--- config.mk ---
export PLATFORM = sky130hd
export DESIGN_NAME = core_mem_ctrl
export DESIGN_NICKNAME = d
export VERILOG_FILES = /design/src/rtl/core_mem_ctrl.sv
export SDC_FILE = /design/constraint.sdc
export NUM_CORES = 1
export LEC_CHECK = 0
export ABC_AREA = 1
export ABC_CLOCK_PERIOD_IN_PS = 1550
export BUFFER_PORTS_ARGS = -buffer_cell sky130_fd_sc_hd__buf_2
export CAP_MARGIN = 20
export CORE_MARGIN = 5
export CORE_UTILIZATION = 41
export DETAILED_ROUTE_END_ITERATION = 16
export PLACE_DENSITY = 0.7
export SYNTH_ARGS = -nofsm -noshare
export SYNTH_HDL_FRONTEND = slang
export SYNTH_SLANG_ARGS = --single-unit
--- constraint.sdc ---
create_clock -name clk -period 1.55 [get_ports clk]
set_clock_uncertainty 0.1 [all_clocks]
set_input_delay 0.2325 -clock clk [delete_from_list [all_inputs] [get_ports clk]]
set_output_delay 0.2325 -clock clk [all_outputs]
set_load 0.01 [all_outputs]
--- src/rtl/core_mem_ctrl.sv ---
// core_mem_ctrl: memory-phase sequencer for the Selen pipeline.
// Takes the load/store held by the memory stage, issues a single L1D request
// (tagged cacheable/uncacheable), stalls until the acknowledge arrives and then
// releases the stage for one cycle with the load data on mem_rdata.
//
// Handshake: l1d_req_vld is registered and, once raised, stays high with
// addr/wdata/be/we/cash held stable until the cycle in which l1d_req_rdy is
// sampled high; that cycle is the transfer. l1d_ack_vld is a single-cycle
// response with no back-pressure and is only consumed in WAIT and DRAIN.
module core_mem_ctrl #(
   parameter int unsigned TIMEOUT = 255,
   parameter int unsigned CNT_W   = 16
) (
   input  logic        clk,
   input  logic        rst_n,
   input  logic        mem_req_vld,
   input  logic        mem_req_we,
   input  logic [31:0] mem_req_addr,
   input  logic [31:0] mem_req_wdata,
   input  logic [3:0]  mem_req_be,
   input  logic [31:0] mem_cash_base,
   input  logic        mem_flush,
   output logic        l1d_req_vld,
   input  logic        l1d_req_rdy,
   output logic        l1d_req_we,
   output logic [31:0] l1d_req_addr,
   output logic [31:0] l1d_req_wdata,
   output logic [3:0]  l1d_req_be,
   output logic        l1d_req_cash,
   input  logic        l1d_ack_vld,
   input  logic [31:0] l1d_ack_data,
   output logic        mem_stall,
   output logic        mem_enb,
   output logic        mem_kill,
   output logic [31:0] mem_rdata,
   output logic        mem_err
);

   typedef enum logic [2:0] {
      S_IDLE  = 3'd0,
      S_REQ   = 3'd1,
      S_WAIT  = 3'd2,
      S_DONE  = 3'd3,
      S_DRAIN = 3'd4
   } state_t;

   localparam logic [CNT_W-1:0] CNT_LAST = CNT_W'(TIMEOUT - 1);
   localparam logic [CNT_W-1:0] CNT_ONE  = CNT_W'(1);

   state_t           state;
   logic [CNT_W-1:0] cnt;
   logic [CNT_W-1:0] cnt_inc;
   logic             cnt_expired;
   logic             to_flag;

   // Saturating increment: the counter parks at all-ones instead of wrapping.
   always_comb begin
      cnt_inc     = (cnt == '1) ? cnt : cnt + CNT_ONE;
      cnt_expired = (cnt == CNT_LAST);
   end

   // Access sequencer: state, request payload, load data and error pulse.
   always_ff @(posedge clk or negedge rst_n) begin
      if (!rst_n) begin
         state         <= S_IDLE;
         cnt           <= '0;
         to_flag       <= 1'b0;
         l1d_req_vld   <= 1'b0;
         l1d_req_we    <= 1'b0;
         l1d_req_addr  <= '0;
         l1d_req_wdata <= '0;
         l1d_req_be    <= '0;
         l1d_req_cash  <= 1'b0;
         mem_rdata     <= '0;
         mem_err       <= 1'b0;
      end else begin
         mem_err <= 1'b0;
         case (state)
            S_IDLE: begin
               to_flag <= 1'b0;
               if (mem_req_vld && !mem_flush) begin
                  l1d_req_vld   <= 1'b1;
                  l1d_req_we    <= mem_req_we;
                  l1d_req_addr  <= mem_req_addr;
                  l1d_req_wdata <= mem_req_wdata;
                  l1d_req_be    <= mem_req_be;
                  l1d_req_cash  <= (mem_req_addr > mem_cash_base);
                  cnt           <= '0;
                  state         <= S_REQ;
               end
            end
            S_REQ: begin
               if (l1d_req_rdy) begin
                  // Once accepted the ack must be collected, even if flushed.
                  l1d_req_vld <= 1'b0;
                  cnt         <= '0;
                  state       <= mem_flush ? S_DRAIN : S_WAIT;
               end else if (mem_flush) begin
                  l1d_req_vld <= 1'b0;
                  state       <= S_IDLE;
               end else if (cnt_expired) begin
                  l1d_req_vld <= 1'b0;
                  mem_err     <= 1'b1;
                  to_flag     <= 1'b1;
                  state       <= S_DONE;
               end else begin
                  cnt <= cnt_inc;
               end
            end
            S_WAIT: begin
               if (l1d_ack_vld) begin
                  // An ack in the same cycle as a flush closes the access; the
                  // data is dropped since the instruction is being killed.
                  if (mem_flush) begin
                     state <= S_IDLE;
                  end else begin
                     if (!l1d_req_we) mem_rdata <= l1d_ack_data;
                     state <= S_DONE;
                  end
               end else if (mem_flush) begin
                  state <= S_DRAIN;
               end else if (cnt_expired) begin
                  mem_err <= 1'b1;
                  to_flag <= 1'b1;
                  state   <= S_DONE;
               end else begin
                  cnt <= cnt_inc;
               end
            end
            S_DONE: begin
               to_flag <= 1'b0;
               state   <= S_IDLE;
            end
            S_DRAIN: begin
               if (l1d_ack_vld) state <= S_IDLE;
            end
            default: state <= S_IDLE;
         endcase
      end
   end

   // Pipeline controls derived from the current state and the stage inputs.
   always_comb begin
      mem_stall = ((state == S_IDLE) && mem_req_vld && !mem_flush) ||
                  (state == S_REQ) || (state == S_WAIT) ||
                  ((state == S_DRAIN) && mem_req_vld);
      mem_enb   = !mem_stall;
      mem_kill  = mem_flush || ((state == S_DONE) && to_flag);
   end

endmodule

==> impl_metrics.toml <==
[drt]
via_count = 6199
via_per_inst = 5.10
ant_nets = 0
drtPass1Iterations = 5
drt-initial-drc-count = 256
routedWlPerCell_um = 19.2
wl_um = 23300
post-route-drc-count = 0

[sta]
hold_viol = 0
final-setup-viol-count = 126
slew_viol_final = 0
timing.final.crit_period_ns = 1.94
worst_pin_slew_ns = 0.481
fmax_ghz = 0.516
fin_crit_sh_pct = 125
fin_ws_ns = -0.389
slew-limit-headroom_pct = 67.7
rsz0062_at_grt = "true"
finalSetupTns_ns = -29.62

[final_layout]
fin_area_sq_um = 10700
areaGrowthSynthToFinish_pct = 76.4
layout-drive-gt1-share_pct = 53.5
final_nets = 1191

[floorplanning]
die_h_um = 132
core_sq_um = 14500
start_util_pct = 41.8
pin_count = 246
dieWidth_um = 132
dieArea_sq_um = 17300
rows = 44

[run_status]
status = "complete, but fails checks"
violations = "negative setup slack"

[clocking]
numCtsBuffers = 17
cts_tree = "built"
cts_root_buf = "clkbuf_16"
htreeDepth = 4
cts_buffer_depth = 2
path_clk_slew_ns = 0.05
clk_latency_ns = 0.41
clock_sinks = 124

[yosys]
syn_avg_cell_area_sq_um = 10.6
netlist_top_cells_count = "dfrtp_1, nand2_1, mux2_2, inv_1, nor2_1"
synth_edf_count = 0
yosysWarnings = 0
ys_top_cells_by_area = "dfrtp_1, mux2_2, ha_1"
synth-seq-area-share_pct = 51.1
async_flop_share_pct = 100
synth_nets = 748
synth_seq_cells = 124
synth_top_area_cell = "dfrtp_1"
synth_area_sq_um = 6070
yosys.cell_count.top_type = "dfrtp_1"
ys.flop_type = "dfrtp_1"
synthDistinctLibCells = 33
syn_inst = 575
synth_top_area_share_pct = 51.1

[critical_path]
end_kind = "output pin"
crit_path_frequent_cell = "buf_6"
critPathKind = "register to output pin"
rr_worst_depth = 8
slowest_delay_ns = 0.42
worstPathCellList = "buf_6, a21oi_4, nand2_2, buf_6, o21ai_4, inv_2, buf_6"
start_kind = "register"
cp_max_fo = 2
r2r-end = "mem_rdata[5]"
critPathRequiredTime_ns = 1.22
reg2reg_slack_ns = -0.35
worstReg2RegStart = "state[0]"
cp_data_arrival_time_ns = 1.61
crit_family = "buffers and inverters"
cp_slowest_cell = "dfrtp_1"
crit_buf_inv = 4

[placement]
dp_hpwl_um = 12900
port_buffers = 245
gp_congestion = 0.873
dpl-instance-area_sq_um = 7940

[grt]
grt_pass1_vias = 6479
grt_antenna_before_repair = 1
gr-usage-all-layers_pct = 24.3
overflow = 0
grt_max_degree = 44
grt_pass1_wl_um = 34200

[pwr]
p_leak_nw = 5.53
vdd_ir_drop_max_mv = 1.02
powerDensity_nw_per_um2 = 1640

[worst_hold_path]
hp-class = "input pin to register"
min_path_cells = 3
min_to = "state[2]"
min_from = "l1d_req_rdy"

[job]
maxCapViolations = 0
==> how the worst max path moves through the flow <==
stage / depth (start not counted) / start / endpoint
final: 7 / state[0] / mem_enb
after global routing: 8 / state[0] / mem_enb
after CTS: 7 / state[1] / mem_enb
after detailed placement: 9 / mem_req_addr[31] / l1d_req_cash
after global placement: 9 / mem_req_addr[31] / l1d_req_cash
after floorplan: 13 / cnt[0] / cnt[8]
==> layout make-up <==
type	count	area, sq um
Multi-Input combinational cell	370	3120
Timing Repair Buffer	437	3350
Sequential cell	124	3110
Inverter	68	270
Clock buffer	18	439
Antenna cell	1	2.50
Fill cell	923	3820
Tap cell	184	230
Clock inverter	13	191
==> layout by cell type, fill, tap and decap left out, drive strengths merged <==
cell type | netlist | final
ha | 34 | 34
nand2 | 85 | 85
a22oi | 1 | 1
nand3b | 1 | 1
o221ai | 1 | 1
xor2 | 2 | 2
clkinv | 0 | 6
or2 | 2 | 2
diode | 0 | 1
a21oi | 29 | 29
o31ai | 1 | 1
dfrtp | 124 | 124
nand3 | 23 | 23
inv | 68 | 68
clkbuf | 1 | 20
clkinvlp | 0 | 3
o22ai | 1 | 1
nor2 | 53 | 53
a31oi | 2 | 2
nand4 | 10 | 10
o21a | 2 | 2
xnor2 | 2 | 2
bufinv | 0 | 4
dlygate4sd3 | 0 | 101
buf | 12 | 334
o21ai | 14 | 14
nor3 | 7 | 7
mux2 | 100 | 100
==> worst min-delay path, delay by kind of cell <==
family | cells | cell delay (ns)
buffers and inverters | 1 | 0.12
AO/OA/AOI/OAI | 1 | 0.06
AND/OR/NAND/NOR | 1 | 0.08
==> stage by stage <==
stage / setup slack, ns / cells / hold WS [ns] / utilization, % / power, mW
6_report: -0.389 / 1215 / 0.0194 / 73.7 / 17.5
5_1_grt: -0.434 / 1215 / 0.0156 / 73.7 / 18.4
4_1_cts: -0.347 / 1204 / 0.0216 / 70.6 / 16.6
3_5_place_dp: -0.208 / 1043 / -0.00423 / 54.6 / 11.0
3_3_place_gp: -0.185 / 1043 / -0.00562 / 54.6 / 10.8
2_1_floorplan: -0.00227 / 575 / -0.163 / - / 8.25
==> timing repair <==
item / in CTS / in global routing
resized for setup: 77 / 97
hold buffers: 101 / 0
buffers inserted: 25 / 12
pin swaps: 29 / 46
gates cloned: 11 / 3
endpoints found under the setup margin: 123 / 127
endpoints found under the hold margin: 224 / 0
==> sequential cells by signal, indices dropped and copies added, names as in the netlist, 3 cells and up <==
name           count
l1d_req_wdata     32
cnt               16
state              3
l1d_req_be         4
l1d_req_addr      32
mem_rdata         32
==> per-layer routing <==
metal  part of all wire [%]  vias to the layer above  track usage (%)  wire (um)
met4                    2.7                        0             9.26        629
met1                     38                     3049             27.9       8760
met5                      0                        -                0          0
met3                    7.1                       48             7.11       1670
met2                     53                      280             42.7      12300
li1                       -                     2822                -          -
==> cell families (layout without fill, tap and decap cells) <==
group	count (synthesis)	count (layout)	share of synthesized area [%]
compound gates	51	51	4.49
xor+xnor	4	4	0.577
fa+ha+maj	34	34	7.00
buf+inv	81	536	5.29
flops	124	124	51.1
mux	100	100	18.5
other cells	0	1	0
simple gates	181	181	13.0
==> power breakdown <==
| group | internal [mW] | switching (mW) | leakage [nW] |
|---|---|---|---|
| Sequential | 4.68 | 0.907 | 1.54 |
| Combinational | 4.09 | 3.63 | 3.69 |
| Clock | 2.73 | 1.51 | 0.299 |
| Total | 11.5 | 6.04 | 5.53 |
(Power assumes the default switching activity.)
